==> src/rtl/tea_pkg.sv <==
// Shared TEA definitions: key schedule constant, controller state encoding, mix function.
// Latency: n/a (declarations only).
// Backpressure: n/a.
package tea_pkg;

  localparam logic [31:0] TEA_DELTA = 32'h9E3779B9;

  typedef enum logic [3:0] {
    ST_IDLE     = 4'd0,
    ST_LOAD_KEY = 4'd1,
    ST_RD_V0_A  = 4'd2,
    ST_RD_V0_D  = 4'd3,
    ST_RD_V1_A  = 4'd4,
    ST_RD_V1_D  = 4'd5,
    ST_HALF_A   = 4'd6,
    ST_HALF_B   = 4'd7,
    ST_WR_V0    = 4'd8,
    ST_WR_V1    = 4'd9,
    ST_DONE     = 4'd10
  } tea_state_e;

  // TEA Feistel mix; shifts are logical, adds wrap mod 2^32
  function automatic logic [31:0] tea_mix(input logic [31:0] v,
                                          input logic [31:0] sum,
                                          input logic [31:0] ka,
                                          input logic [31:0] kb);
    return ((v << 4) + ka) ^ (v + sum) ^ ((v >> 5) + kb);
  endfunction

endpackage

==> src/rtl/tea_half_round.sv <==
// One TEA half-round: v_upd +/- tea_mix(v_src, sum, ka, kb).
// Latency: purely combinational, 0 cycles.
// Backpressure: none.
module tea_half_round
  import tea_pkg::*;
(
  input  logic [31:0] v_upd_i,
  input  logic [31:0] v_src_i,
  input  logic [31:0] sum_i,
  input  logic [31:0] ka_i,
  input  logic [31:0] kb_i,
  input  logic        sub_i,
  output logic [31:0] v_new_o
);

  logic [31:0] mix;

  // Add for encrypt, subtract for decrypt
  always_comb begin
    mix     = tea_mix(v_src_i, sum_i, ka_i, kb_i);
    v_new_o = sub_i ? (v_upd_i - mix) : (v_upd_i + mix);
  end

endmodule

==> src/rtl/tea_ctrl.sv <==
// Sequencer for one TEA block op: key load, read v0/v1, ROUNDS cycles, write v0/v1 back.
// Latency: 71 cycles from iKeyDone seen to oDone at ROUNDS=32 (4 rd + 2*ROUNDS + 2 wr + 1).
// Backpressure: none; waits on iKeyDone only, iStart low aborts from any state.
module tea_ctrl
  import tea_pkg::*;
#(
  parameter int          WORD_SIZE  = 32,
  parameter int          ADDR_WIDTH = 8,
  parameter int          ROUNDS     = 32,
  parameter logic [31:0] DELTA      = TEA_DELTA
) (
  input  logic                  clk,
  input  logic                  rst,
  input  logic                  iStart,
  input  logic                  iDecrypt,
  input  logic [ADDR_WIDTH-1:0] iBase_addr,
  output logic                  oKeyStart,
  input  logic                  iKeyDone,
  input  logic [WORD_SIZE-1:0]  iKey0,
  input  logic [WORD_SIZE-1:0]  iKey1,
  input  logic [WORD_SIZE-1:0]  iKey2,
  input  logic [WORD_SIZE-1:0]  iKey3,
  output logic [ADDR_WIDTH-1:0] oData_address,
  input  logic [WORD_SIZE-1:0]  iData,
  output logic [WORD_SIZE-1:0]  oData,
  output logic                  oData_we,
  output logic                  oBusy,
  output logic                  oDone
);

  // Decrypt starts from the sum the encrypt side ends with
  localparam logic [31:0] SUM_INIT = 32'(DELTA * 32'(ROUNDS));
  localparam logic [7:0]  LAST_RND = 8'(ROUNDS - 1);

  tea_state_e            state_q;
  logic [WORD_SIZE-1:0]  v0_q;
  logic [WORD_SIZE-1:0]  v1_q;
  logic [31:0]           sum_q;
  logic [7:0]            rnd_q;
  logic                  dec_q;
  logic [ADDR_WIDTH-1:0] base_q;
  logic [ADDR_WIDTH-1:0] base_p1;

  logic                  upd_v0;
  logic [31:0]           hr_upd;
  logic [31:0]           hr_src;
  logic [31:0]           hr_sum;
  logic [31:0]           hr_ka;
  logic [31:0]           hr_kb;
  logic [31:0]           half_d;

  assign base_p1 = base_q + ADDR_WIDTH'(1);

  // Operand mux for the shared half-round: the v0 update (k0/k1) is HALF_A when
  // encrypting and HALF_B when decrypting; encrypt HALF_A sees the pre-incremented sum
  always_comb begin
    upd_v0 = (state_q == ST_HALF_A) ^ dec_q;
    hr_upd = upd_v0 ? v0_q  : v1_q;
    hr_src = upd_v0 ? v1_q  : v0_q;
    hr_ka  = upd_v0 ? iKey0 : iKey2;
    hr_kb  = upd_v0 ? iKey1 : iKey3;
    hr_sum = ((state_q == ST_HALF_A) && !dec_q) ? (sum_q + DELTA) : sum_q;
  end

  tea_half_round u_half (
    .v_upd_i (hr_upd),
    .v_src_i (hr_src),
    .sum_i   (hr_sum),
    .ka_i    (hr_ka),
    .kb_i    (hr_kb),
    .sub_i   (dec_q),
    .v_new_o (half_d)
  );

  // Main FSM with registered outputs; iStart low returns to IDLE from anywhere
  always_ff @(posedge clk or negedge rst) begin
    if (!rst) begin
      state_q       <= ST_IDLE;
      v0_q          <= '0;
      v1_q          <= '0;
      sum_q         <= '0;
      rnd_q         <= '0;
      dec_q         <= 1'b0;
      base_q        <= '0;
      oKeyStart     <= 1'b0;
      oData_address <= '0;
      oData         <= '0;
      oData_we      <= 1'b0;
      oBusy         <= 1'b0;
      oDone         <= 1'b0;
    end else if (!iStart) begin
      state_q       <= ST_IDLE;
      rnd_q         <= '0;
      oKeyStart     <= 1'b0;
      oData_address <= '0;
      oData         <= '0;
      oData_we      <= 1'b0;
      oBusy         <= 1'b0;
      oDone         <= 1'b0;
    end else begin
      oData_we <= 1'b0;
      case (state_q)
        ST_IDLE: begin
          dec_q     <= iDecrypt;
          base_q    <= iBase_addr;
          sum_q     <= iDecrypt ? SUM_INIT : 32'd0;
          rnd_q     <= '0;
          oKeyStart <= 1'b1;
          oBusy     <= 1'b1;
          state_q   <= ST_LOAD_KEY;
        end
        ST_LOAD_KEY: begin
          if (iKeyDone) begin
            oData_address <= base_q;
            state_q       <= ST_RD_V0_A;
          end
        end
        ST_RD_V0_A: state_q <= ST_RD_V0_D;
        ST_RD_V0_D: begin
          v0_q          <= iData;
          oData_address <= base_p1;
          state_q       <= ST_RD_V1_A;
        end
        ST_RD_V1_A: state_q <= ST_RD_V1_D;
        ST_RD_V1_D: begin
          v1_q    <= iData;
          state_q <= ST_HALF_A;
        end
        ST_HALF_A: begin
          if (dec_q) begin
            v1_q <= half_d;
          end else begin
            v0_q  <= half_d;
            sum_q <= sum_q + DELTA;
          end
          state_q <= ST_HALF_B;
        end
        ST_HALF_B: begin
          if (dec_q) begin
            v0_q  <= half_d;
            sum_q <= sum_q - DELTA;
          end else begin
            v1_q <= half_d;
          end
          rnd_q <= rnd_q + 8'd1;
          if (rnd_q == LAST_RND) begin
            // v0 may be updated on this same edge when decrypting
            oData_address <= base_q;
            oData         <= dec_q ? half_d : v0_q;
            oData_we      <= 1'b1;
            state_q       <= ST_WR_V0;
          end else begin
            state_q <= ST_HALF_A;
          end
        end
        ST_WR_V0: begin
          oData_address <= base_p1;
          oData         <= v1_q;
          oData_we      <= 1'b1;
          state_q       <= ST_WR_V1;
        end
        ST_WR_V1: begin
          oBusy   <= 1'b0;
          oDone   <= 1'b1;
          state_q <= ST_DONE;
        end
        ST_DONE: state_q <= ST_DONE;
        default: state_q <= ST_IDLE;
      endcase
    end
  end

endmodule

==> config.mk <==
export PLATFORM = sky130hd
export DESIGN_NAME = tea_ctrl
export DESIGN_NICKNAME = d
export VERILOG_FILES = /design/src/rtl/tea_pkg.sv /design/src/rtl/tea_half_round.sv /design/src/rtl/tea_ctrl.sv
export SDC_FILE = /design/constraint.sdc
export NUM_CORES = 1
export LEC_CHECK = 0
export BUFFER_PORTS_ARGS = -buffer_cell sky130_fd_sc_hd__buf_4
export CORE_AREA = 3 3 209 211
export CTS_BUF_LIST = sky130_fd_sc_hd__clkbuf_8
export CTS_CLUSTER_DIAMETER = 80
export DETAILED_ROUTE_END_ITERATION = 8
export DIE_AREA = 0 0 212 214
export PLACE_DENSITY = 0.66
export SYNTH_ARGS = -nofsm -noshare
export SYNTH_HDL_FRONTEND = slang
export SYNTH_HIERARCHICAL = 1
export SYNTH_SLANG_ARGS = --single-unit
==> constraint.sdc <==
create_clock -name clk -period 7.3 [get_ports clk]
set_clock_uncertainty 0.05 [all_clocks]
set_input_delay 1.46 -clock clk [delete_from_list [all_inputs] [get_ports clk]]
set_output_delay 1.46 -clock clk [all_outputs]
set_load 0.005 [all_outputs]
# ---- Word level (Yosys, flattened, before mapping)
# Index checks and enable logic that the tools add are counted.
dict set report totals {
  output_inout_bits 44
  regBits 161
  inputBits 173
  elab_cells 99
}
dict set report classes {
  muxes 37
  add_sub_neg 9
  reduce_logical 14
  bitwise 3
  eq_ne 23
}
# cell count
set ops {}
lappend ops {{32-bit 2-to-1 mux} 14}
lappend ops {{32-bit case mux with 3 select lines} 3}
lappend ops {{32-bit adder} 3}
lappend ops {{32-bit case mux with 2 select lines} 1}
lappend ops {{32-bit XOR} 2}
lappend ops {{4-bit case mux with 10 select lines} 1}
lappend ops {{27-bit by 32-bit adder with 32-bit output} 1}
lappend ops {{32-bit adder, second input constant} 1}
lappend ops {{8-bit 2-to-1 mux} 4}
lappend ops {{32-bit subtractor} 1}
lappend ops {{32-bit subtractor, second input constant} 1}
lappend ops {{8-bit case mux with 3 select lines} 1}
lappend ops {{8-bit by 1-bit adder with 8-bit output, second input constant} 2}
lappend ops {{4-bit by 3-bit == test with 1-bit output, second input constant} 4}
lappend ops {{8-bit case mux with 2 select lines} 1}
lappend ops {{4-bit == test, second input constant} 3}
lappend ops {{4-bit 2-to-1 mux} 3}
lappend ops {{3-bit by 1-bit inequality test with 1-bit output, second input constant} 3}
lappend ops {{3-bit nonzero test} 3}
lappend ops {{4-bit by 2-bit == test with 1-bit output, second input constant} 2}
lappend ops {{8-bit by 5-bit == test with 1-bit output, second input constant} 1}
lappend ops {{2-bit inequality test, second input constant} 4}
lappend ops {{4-bit AND reduction} 2}
lappend ops {{1-bit 2-to-1 mux} 7}
lappend ops {{12 further kinds} 18}

# ---- Logic depth before layout (Yosys ltp)
# Gate-level depths: netlist (run 1).
dict set report depth {
  ltp_word 12
  depth_mapped 40
  depth_no_buf 37
}

# ---- By module
# Netlist (run 1), hierarchy kept.
# mod cells_each seq_area_each_um2 area_per_inst_um2 n_inst
set modules_own_cells {}
lappend modules_own_cells {tea_ctrl 1340 4028.9 11667.4 1}
lappend modules_own_cells {tea_half_round 959 0.0 7106.8 1}

# ---- Worst setup path after synthesis (run 1)
# OpenSTA, ideal clock, no wires.
dict set report synth_path {
  kind {flip-flop to flip-flop}
  start {register state_q[2]}
  end {register v0_q[30]}
  setup_time_ns 0.077
  setup_slack_ns -0.693
  path_buffers 3
  required_time_ns 7.173
  path_stages_with_launch 37
  synth_period_minus_slack_ns 7.993
  arrival_ns 7.865
  path_cell_list {dfrtp_1 and3_1 clkbuf_1 nand2_1 clkinv_1 ha_1 clkbuf_1 clkbuf_1 mux2_2 ha_1 fa_1 a21o_1 a21oi_1 xnor2_1 xnor2_1 nand2_1 nor3b_1 and3b_1 a21oi_1 xor2_1 ha_1 and3_1 a221o_1 nand2_1 o31ai_1 o41ai_4 o221ai_1 a31o_1 a21o_1 a221o_1 a21oi_1 o21ai_1 xor2_1 mux2i_1 a211oi_1 a21oi_1 a21oi_1}
}
dict set report synth_via {
  elab_chain_len 10
  elab_cells_between_ends 24
  classes_between {5 x add/sub; 4 x eq/ne; 9 x mux; 3 x bitwise; 3 x reduce/logical}
}
# element line
set synth_rtl {}
lappend synth_rtl {{start, declared} tea_ctrl.sv:35} ;# tea_state_e state_q;
lappend synth_rtl {{start signal, assigned} tea_ctrl.sv:78} ;# state_q <= ST_IDLE;
lappend synth_rtl {{start signal, assigned} tea_ctrl.sv:92} ;# state_q <= ST_IDLE;
lappend synth_rtl {{start signal, assigned} tea_ctrl.sv:110} ;# state_q <= ST_LOAD_KEY;
lappend synth_rtl {{4-bit by 3-bit == test with 1-bit output (*)} tea_ctrl.sv:57} ;# upd_v0 = (state_q == ST_HALF_A) ^ dec_q;
lappend synth_rtl {{1-bit XOR (*)} tea_ctrl.sv:57}
lappend synth_rtl {{32-bit 2-to-1 mux (*)} tea_ctrl.sv:59} ;# hr_src = upd_v0 ? v1_q : v0_q;
lappend synth_rtl {{net hr_src[0]} tea_ctrl.sv:46} ;# logic [31:0] hr_src;
lappend synth_rtl {{32-bit adder} tea_pkg.sv:27} ;# return ((v << 4) + ka) ^ (v + sum) ^ ((v >> 5) + kb);
lappend synth_rtl {{32-bit XOR (*) (2 in a row)} tea_pkg.sv:27}
lappend synth_rtl {{32-bit adder or 32-bit subtractor (tied branches)} tea_half_round.sv:21} ;# v_new_o = sub_i ? (v_upd_i - mix) : (v_upd_i + mix);
lappend synth_rtl {{32-bit 2-to-1 mux (*)} tea_half_round.sv:21}
lappend synth_rtl {{net half_d[30]} tea_ctrl.sv:50} ;# logic [31:0] half_d;
lappend synth_rtl {{32-bit 2-to-1 mux, on equally long branches} {tea_ctrl.sv:139, tea_ctrl.sv:130}}
lappend synth_rtl {{32-bit case mux with 3 select lines (*)} tea_ctrl.sv:102} ;# case (state_q)
lappend synth_rtl {{end signal, assigned} tea_ctrl.sv:120} ;# v0_q <= iData;
lappend synth_rtl {{end signal, assigned} tea_ctrl.sv:133} ;# v0_q <= half_d;
lappend synth_rtl {{end signal, assigned} tea_ctrl.sv:140} ;# v0_q <= half_d;
lappend synth_rtl {{end, declared} tea_ctrl.sv:36} ;# logic [WORD_SIZE-1:0] v0_q;
# The timed path passes the listed nets; every way through them passes the cells marked *. The select of a mux whose other input is x is not followed.
# A chain may end at the register's enable or synchronous reset.

# ---- Worst setup path after layout (run 1)
dict set report layout_path {
  start {register state_q[2]}
  end {register v0_q[30]}
}
dict set report layout_via {
  elab_cells_between_ends 24
  classes_between {5 x add/sub; 4 x eq/ne; 9 x mux; 3 x bitwise; 3 x reduce/logical}
}
# element line
set layout_rtl {}
lappend layout_rtl {{4-bit by 3-bit == test with 1-bit output (*)} tea_ctrl.sv:57}
lappend layout_rtl {{1-bit XOR (*)} tea_ctrl.sv:57}
lappend layout_rtl {{32-bit 2-to-1 mux (*)} tea_ctrl.sv:61} ;# hr_kb = upd_v0 ? iKey1 : iKey3;
lappend layout_rtl {{net hr_kb[0]} tea_ctrl.sv:49} ;# logic [31:0] hr_kb;
lappend layout_rtl {{27-bit by 32-bit adder with 32-bit output (*)} tea_pkg.sv:27}
lappend layout_rtl {{32-bit XOR (*)} tea_pkg.sv:27}
lappend layout_rtl {{32-bit adder or 32-bit subtractor (tied branches)} tea_half_round.sv:21}
lappend layout_rtl {{32-bit 2-to-1 mux (*)} tea_half_round.sv:21}
lappend layout_rtl {{net half_d[30]} tea_ctrl.sv:50}
lappend layout_rtl {{32-bit 2-to-1 mux, on equally long branches} {tea_ctrl.sv:139, tea_ctrl.sv:130}}
lappend layout_rtl {{32-bit case mux with 3 select lines (*)} tea_ctrl.sv:102}
# Marks and branches as above.

==> results_dict.tcl, run 1 <==
set metrics [dict create \
    run_status "complete, but fails checks" \
    violations "setup timing" \
    netlist_top_cells_area "dfrtp_1, xnor2_1, mux2_2" \
    routabilityCongestion 1.014 \
    syn_inst 2299 \
    setup_slack_ns -0.1882 \
    holdCritStartpoint "rnd_q[7]" \
    path_class "reg -> reg" \
    fp.dieW_um 212 \
    maxSlewViolCount 0 \
    design_area_um2 24690 \
    coreArea_um2 41950 \
    htreeDepth 4 \
    r2r-end "v0_q[30]" \
    grt_pass1_vias 18748 \
    routed_via_density 5.877 \
    worstHoldEndpoint "rnd_q[7]" \
    netlist_top_cells_count "a21oi_1, nor2_1, xnor2_1, nand2_1, dfrtp_1" \
    synthDistinctLibCells 107 \
    yosys_warnings 6 \
    die-area_um2 45370 \
    synth_compound_area_share_pct 24.69 \
    n_antenna_cell 0 \
    area_growth_pct 31.49 \
    track_usage_pct 27.46 \
    hold_slack_ns 0.4426 \
    stdcell_count 3314 \
    synth_top_area_cell "dfrtp_1" \
    hold_viol 0 \
    n_fill_cell 3697 \
    first_pass_iters 6 \
    fp.dieH_um 214 \
    hold_path_depth 1 \
    rr_worst_depth 35 \
    grt_overflow_total 0 \
    avgSynthCellArea_um2 8.166 \
    synth.most_common_cell "a21oi_1" \
    clock_latency_ns 0.49 \
    clock_sinks 161 \
    grt_first_pass_wirelength_mm 100.2 \
    rrSetupSlack_ns -0.19 \
    drc_errors 0 \
    drt_iter0_drc 1613 \
    numCtsBuffers 17 \
    ys_ff_latch 161 \
    cts_max_path_buffers 2 \
    cp_max_fo 5 \
    cp.required_ns 7.60 \
    rows 75 \
    slowest_stage "fa_1" \
    fmax_mhz 133.5 \
    wl_per_cell_um 20.00 \
    synthArstFlopShare_pct 100.0 \
    cts-root-buf "clkbuf_8" \
    synth-xor-area-share_pct 12.49 \
    vias 19478 \
    initial_utilization_pct 44.76 \
    critPathTopFamily "compound AO/OA/AOI/OAI gates" \
    path_clk_slew_ns 0.10 \
    place_hpwl_mm 50.29 \
    cp-end-kind "flop" \
    drive_gt1_share_pct 34.20 \
    syn-cell-area_um2 18770 \
    ys_seq_area_share_pct 21.46 \
    min_period_over_period_pct 102.6 \
    maxCapViolations 0 \
    synth-simple-area-share_pct 16.63 \
    antenna_found_initial 0 \
    synth.area.mux_share_pct 11.96 \
    crit_path_start_kind "flop" \
    relSlewSlack_pct 19.53 \
    setup_viol_count_final 8 \
    port_buffers 216 \
    synth_top_family_by_area "compound AO/OA/AOI/OAI gates" \
    synth-main-ff-cell "dfrtp_1" \
    wl_mm 66.28 \
    cts_tree "done" \
    slowest_delay_ns 0.45 \
    place_inst 3250 \
    worst_hold_path_type "reg -> reg" \
    netlist.area_leader.share_pct 21.46 \
    grt_max_degree 83 \
    holdBufCountCts 0 \
    fin_tns_setup_ns -0.7543 \
    drtAntennaViolNets 0 \
    synth_nets 2599 \
    path_buf_inv 4 \
    worstReg2RegStart "state_q[2]" \
    rsz0062_at_grt "true" \
    synth_fa_ha_area_share_pct 8.624 \
    fin_crit_ns 7.488 \
    worst_pin_slew_ns 1.207 \
    fin_nets 3062 \
    dpl_cell_area_um2 23120 \
    io_pins 217 \
    synth-edff-count 0 \
    crit_arrival_ns 7.79 \
]
[placed cells by master, fill, tap and decap left out, drive strengths merged, types with 19 or more instances in the layout]
cell	count
a21oi	251
buf	579
nand2	167
nand2b	21
clkbuf	19
a21o	53
a211oi	78
xor2	55
ha	123
nor2b	53
nand4	19
xnor2	199
o21ai	140
inv	51
mux2	139
dfrtp	161
nor3	39
o21a	21
nand3	39
a31oi	25
nor2	229
mux2i	68
[registers in the layout, indices dropped and copies added, names as in the netlist, 4 cells and up]
signal,flops
oData,32
sum_q,32
v0_q,32
v1_q,32
base_q,8
oData_address,8
rnd_q,8
state_q,4
[worst register-to-register path: cells and delay by family, from the launching register on]
family,cells,cell delay (ns)
buffers and inverters,4,0.39
AND/OR/NAND/NOR,7,1.16
flip-flops,1,0.40
XOR/XNOR,4,0.80
multiplexers,2,0.61
AO/OA/AOI/OAI,13,2.46
adder cells (fa/ha/maj),5,1.48
[cell families (layout without fill, tap and decap cells)]
kind of cell / Yosys count / after routing
DFF: 161 / 161
and+or+nand+nor: 650 / 650
buffers and inverters: 186 / 662
adders and majority gates: 127 / 127
xor gates and xnor gates: 259 / 259
AOI/OAI and AO/OA: 709 / 709
muxes: 207 / 207
[layer usage]
metal | share of wire, % | global-route usage [%] | wire, um | up-vias
met5 | 0 | 0 | 0 | -
li1 | - | - | - | 9260
met2 | 51 | 49.05 | 33490 | 648
met3 | 4.5 | 2.973 | 2963 | 142
met1 | 41 | 33.77 | 26960 | 9428
met4 | 4.3 | 10.40 | 2863 | 0
[area by class of cell]
| type | count | area (um^2) | area share [%] |
|---|---|---|---|
| Multi-Input combinational cell | 1952 | 14880 | 60.29 |
| Tap cell | 539 | 674.4 | 2.732 |
| Clock inverter | 13 | 138.9 | 0.5626 |
| Timing Repair Buffer | 580 | 4502 | 18.24 |
| Clock buffer | 19 | 261.5 | 1.059 |
| Inverter | 50 | 192.7 | 0.7805 |
| Sequential cell | 161 | 4034 | 16.34 |
[through the flow]
stage	utilization [%]	setup WS, ns
2_1_floorplan	-	0.002807
3_3_place_gp	55.12	-0.3243
3_5_place_dp	55.12	-0.4615
4_1_cts	56.84	-0.01667
5_1_grt	58.85	-0.4276
6_report	58.85	-0.1882
[repair_timing]
action	in CTS	in global routing
pin swaps	18	89
buffers inserted	10	25
cloned	1	0
resized for setup	41	147
setup endpoints to repair	18	30
[worst max-delay path by stage]
stage / start / endpoint / slack (ns) / depth (start not counted)
floorplan: state_q[2] / v0_q[30] / 0.003 / 36
global placement: iKey3[0] / v0_q[30] / -0.32 / 30
detailed placement: iKey1[0] / v0_q[30] / -0.46 / 30
CTS: state_q[2] / v0_q[31] / -0.02 / 38
global route: state_q[3] / v0_q[30] / -0.43 / 38
finish: state_q[2] / v0_q[30] / -0.19 / 35
Power of run 1 is left out: the tool's default activity adds up to more than one toggle a clock period on the data nets, which glitch-free logic cannot reach.
==> run 2, diff against run 1 <==
--- a/config.mk
+++ b/config.mk
@@ -6,12 +6,12 @@
 export NUM_CORES = 1
 export LEC_CHECK = 0
 export BUFFER_PORTS_ARGS = -buffer_cell sky130_fd_sc_hd__buf_4
-export CORE_AREA = 3 3 209 211
+export CORE_AREA = 3 3 236 238
 export CTS_BUF_LIST = sky130_fd_sc_hd__clkbuf_8
 export CTS_CLUSTER_DIAMETER = 80
 export DETAILED_ROUTE_END_ITERATION = 8
-export DIE_AREA = 0 0 212 214
-export PLACE_DENSITY = 0.66
+export DIE_AREA = 0 0 239 241
+export PLACE_DENSITY = 0.54
 export SYNTH_ARGS = -nofsm -noshare
 export SYNTH_HDL_FRONTEND = slang
 export SYNTH_HIERARCHICAL = 1
==> run 2 against run 1 <==
Effect of this change: the flow still finishes with violations (setup timing); critical path type unchanged; hold slack improved by 0.011 ns; flip-flop and latch count unchanged; design area increased by 2.3%; first-iteration DRC count decreased by 29%; via count shrank 1.8%.
==> results_dict.tcl, run 2 (synthesized netlist as in run 1, its figures left out) <==
set metrics [dict create \
    cts_tree "done" \
    drive_gt1_share_pct 35.02 \
    dpl_cell_area_um2 23710 \
    grt_util_met1_pct 28.75 \
    mostFrequentLayoutCell "buf_4" \
    place_hpwl_mm 54.13 \
    initial_utilization_pct 34.89 \
    min_period_over_period_pct 100.9 \
    fmax_mhz 135.8 \
    fp.dieH_um 241 \
    cts_max_path_buffers 2 \
    coreArea_um2 53810 \
    wl_per_cell_um 19.76 \
    grt_overflow_total 0 \
    area_growth_pct 34.46 \
    fp.dieW_um 239 \
    crit_top_cell "buf_4" \
    first_pass_iters 7 \
    routed_via_density 5.431 \
    drt_iter0_drc 1153 \
    htreeDepth 4 \
    grt_pass1_vias 18750 \
    clock_latency_ns 0.53 \
    hold_viol 0 \
    top_usage_layer "met2" \
    setup_viol_count_final 2 \
    most-common-layout-cells "buf_4, a21oi_1, nor2_1" \
    path_clk_slew_ns 0.10 \
    track_usage_pct 23.21 \
    maxCapViolations 0 \
    worst_pin_slew_ns 1.183 \
    cts-root-buf "clkbuf_8" \
    routabilityCongestion 0.9451 \
    maxSlewViolCount 0 \
    cp_num_cells 37 \
    n_antenna_cell 0 \
    r2r-end "v0_q[30]" \
    worst_hold_path_type "reg -> reg" \
    slowest_stage "ha_4" \
    relSlewSlack_pct 21.14 \
    slowest_delay_ns 0.38 \
    grt_first_pass_wirelength_mm 104.6 \
    met2_usage_pct 40.11 \
    holdCritStartpoint "rnd_q[7]" \
    rsz0062_at_grt "true" \
    rows 85 \
    rr_worst_depth 37 \
    setup_slack_ns -0.06249 \
    design_area_um2 25240 \
    io_pins 217 \
    worstHoldEndpoint "rnd_q[7]" \
    wl_mm 69.62 \
    vias 19133 \
    hold_path_depth 1 \
    numCtsBuffers 17 \
    path_buf_inv 6 \
    grt_max_degree 95 \
    rrSetupSlack_ns -0.06 \
    cp_max_fo 7 \
    clock_sinks 161 \
    drtAntennaViolNets 0 \
    crit_path_start_kind "flop" \
    die-area_um2 57600 \
    worstReg2RegStart "state_q[3]" \
    use_met3_pct 3.428 \
    cp-end-kind "flop" \
    crit_arrival_ns 7.75 \
    fin_nets 3114 \
    violations "setup timing" \
    antenna_found_initial 0 \
    drc_errors 0 \
    critPathTopFamily "compound AO/OA/AOI/OAI gates" \
    cp.required_ns 7.68 \
    fin_crit_ns 7.362 \
    run_status "complete, but fails checks" \
    path_class "reg -> reg" \
    port_buffers 216 \
]
[run 2: how the worst max path moves through the flow]
stage | from | endpoint
after floorplan | state_q[2] | v0_q[30]
after global placement | iKey3[0] | v0_q[26]
after detailed placement | iKey3[0] | v0_q[30]
after CTS | state_q[3] | v0_q[30]
after global routing | state_q[3] | v0_q[30]
final | state_q[3] | v0_q[30]
[run 2: what timing repair did]
action | CTS | global route
pin swaps | 43 | 72
hold buffers | 0 | 0
setup endpoints to repair | 20 | 28
setup buffers | 10 | 21
gates resized for setup | 72 | 107
[run 2: layout make-up]
cell class	instances	area (um^2)
clock inverters	13	183.9
clock buffers	19	261.5
repair buffers	632	4828
inverters	50	192.7
multi-input cells	1952	14870
fillers	5290	28570
well taps	696	870.8
flip-flops and latches	161	4034
[run 2: metal layers]
layer	routed length, um	vias to the layer above	share of wire (%)
met5	0	-	0
met1	29750	9220	43
met2	33810	448	49
met3	3048	109	4.4
met4	3013	0	4.3
li1	-	9356	-
[run 2: through the flow]
stage	setup WS (ns)	cells	setup TNS [ns]	utilization, %	hold slack [ns]
3_5_place_dp	-0.4404	3461	-4.458	44.06	0.4321
6_report	-0.06249	3523	-0.07587	46.91	0.4537
2_1_floorplan	0.002807	2299	0	-	0.3965
4_1_cts	0.01741	3503	0	45.61	0.4483
3_3_place_gp	-0.3214	3461	-2.346	44.06	0.4243
5_1_grt	-0.3373	3523	-2.564	46.91	0.4604
Power of run 2 is left out for the same reason.
==> run 3, diff against run 2 <==
--- a/config.mk
+++ b/config.mk
@@ -6,11 +6,12 @@
 export NUM_CORES = 1
 export LEC_CHECK = 0
 export BUFFER_PORTS_ARGS = -buffer_cell sky130_fd_sc_hd__buf_4
-export CORE_AREA = 3 3 236 238
-export CTS_BUF_LIST = sky130_fd_sc_hd__clkbuf_8
+export CORE_AREA = 3 3 249 226
+export CTS_BUF_LIST = sky130_fd_sc_hd__clkbuf_4 sky130_fd_sc_hd__clkbuf_8 sky130_fd_sc_hd__clkbuf_16
 export CTS_CLUSTER_DIAMETER = 80
 export DETAILED_ROUTE_END_ITERATION = 8
-export DIE_AREA = 0 0 239 241
+export DIE_AREA = 0 0 252 229
+export MAX_ROUTING_LAYER = met4
 export PLACE_DENSITY = 0.54
 export SYNTH_ARGS = -nofsm -noshare
 export SYNTH_HDL_FRONTEND = slang
==> run 3 against run 2 <==
Effect of this change: the flow still finishes with violations (setup timing); worst setup slack worse by 0.013 ns; clock-buffer cell count up 4; core utilization down 0.59 points; flip-flop and latch count unchanged; register-to-register slack about the same; die area up 0.19%; routed wire length down 0.11%; non-clock buffer count down 39; critical path type unchanged; largest cell class unchanged.
==> results_dict.tcl, run 3 (synthesized netlist as in run 1, its figures left out) <==
set metrics [dict create \
    run_status "complete, but fails checks" \
    violations "setup timing" \
    clock_sinks 161 \
    crit_path_start_kind "flop" \
    worst_pin_slew_ns 1.096 \
    numCtsBuffers 17 \
    path_clk_slew_ns 0.07 \
    drc_errors 0 \
    dpl_cell_area_um2 23430 \
    fin_crit_ns 7.375 \
    rows 81 \
    setup_slack_ns -0.07549 \
    min_period_over_period_pct 101.0 \
    cp-end-kind "flop" \
    maxCapViolations 0 \
    slowest_delay_ns 0.38 \
    slowest_stage "dfrtp_1" \
    htreeDepth 4 \
    initial_utilization_pct 34.69 \
    stdcell_count 3493 \
    drt_iter0_drc 1214 \
    place_hpwl_mm 53.69 \
    worstReg2RegStart "state_q[2]" \
    hold_viol 0 \
    final_util_pct 46.32 \
    startpoint "state_q[2]" \
    fin_nets 3075 \
    critPathTopFamily "compound AO/OA/AOI/OAI gates" \
    fp.dieW_um 252 \
    maxSlewViolCount 0 \
    rsz0062_at_grt "true" \
    mostFrequentLayoutCell "buf_4" \
    io_pins 217 \
    holdBufCountCts 0 \
    relSlewSlack_pct 26.48 \
    coreArea_um2 54120 \
    area_growth_pct 33.52 \
    worst_hold_path_type "reg -> reg" \
    clock_latency_ns 0.47 \
    cp_max_fo 8 \
    path_class "reg -> reg" \
    routabilityCongestion 0.9579 \
    fin_tns_setup_ns -0.07549 \
    wl_per_cell_um 19.91 \
    crit_arrival_ns 7.71 \
    r2r-end "v0_q[30]" \
    track_usage_pct 23.78 \
    rr_worst_depth 35 \
    first_pass_iters 6 \
    grt_pass1_vias 18538 \
    grt_first_pass_wirelength_mm 104.8 \
    fp.dieH_um 229 \
    cts-root-buf "clkbuf_16" \
    cp-endpoint "v0_q[30]" \
    place_inst 3426 \
    cp.required_ns 7.64 \
    cp_num_cells 35 \
    grt_overflow_total 0 \
    drive_gt1_share_pct 33.69 \
    grt_max_degree 82 \
    wl_mm 69.54 \
    routed_via_density 5.421 \
    drtAntennaViolNets 0 \
    most-common-layout-cells "buf_4, a21oi_1, nor2_1" \
    fmax_mhz 135.6 \
    design_area_um2 25070 \
    vias 18936 \
    die-area_um2 57710 \
    antenna_found_initial 1 \
    port_buffers 216 \
    setup_viol_count_final 1 \
    rrSetupSlack_ns -0.08 \
    cts_tree "done" \
    path_buf_inv 5 \
    cts_max_path_buffers 2 \
]
==> run 3: changes by cell type in the layout (fill, tap and decap cells not counted), sizes merged <==
cell	previous run	this run
diode	0	1
clkinv	1	4
buf	632	593
bufinv	4	2
clkinvlp	4	2
clkbuf	19	23
inv	54	50
==> run 3: worst min-delay path by stage <==
stage,start,end,slack (ns),cells past startpoint
finish,oDone,oDone,0.45,1
global route,rnd_q[7],rnd_q[7],0.49,1
detailed placement,oKeyStart,oKeyStart,0.44,1
CTS,rnd_q[3],rnd_q[3],0.46,1
global placement,rnd_q[7],rnd_q[7],0.42,1
floorplan,rnd_q[7],rnd_q[7],0.40,1
==> run 3: metrics by stage <==
step                setup slack (ns)  hold slack [ns]
finish                      -0.07549           0.4518
global route                 -0.3166           0.4855
CTS                        -0.003094           0.4574
detailed placement           -0.3222           0.4403
global placement             -0.2106           0.4196
floorplan                   0.002807           0.3965
==> run 3: area by class of cell <==
type	count	area [um^2]
fillers	5352	29050
multi-input cells	1952	14780
repair buffers	593	4581
flip-flops and latches	161	4034
well taps	705	882.1
clock buffers	23	495.5
inverters	50	192.7
clock inverters	8	102.6
diodes	1	2.502
==> run 3: what timing repair did <==
action                                  in CTS  in global routing
endpoints found under the setup margin      18                 32
cloned                                       0                  0
gates resized for setup                     56                 94
setup buffers                               14                 23
pin swaps                                   42                 67
==> run 3: routing by layer <==
layer | track usage, % | share of wire (%) | vias up
li1 | - | - | 9302
met1 | 30.08 | 45 | 9077
met2 | 39.89 | 49 | 470
met3 | 2.668 | 3.7 | 87
met4 | 7.281 | 2.9 | 0
met5 | - | 0 | -
Power of run 3 is left out for the same reason.
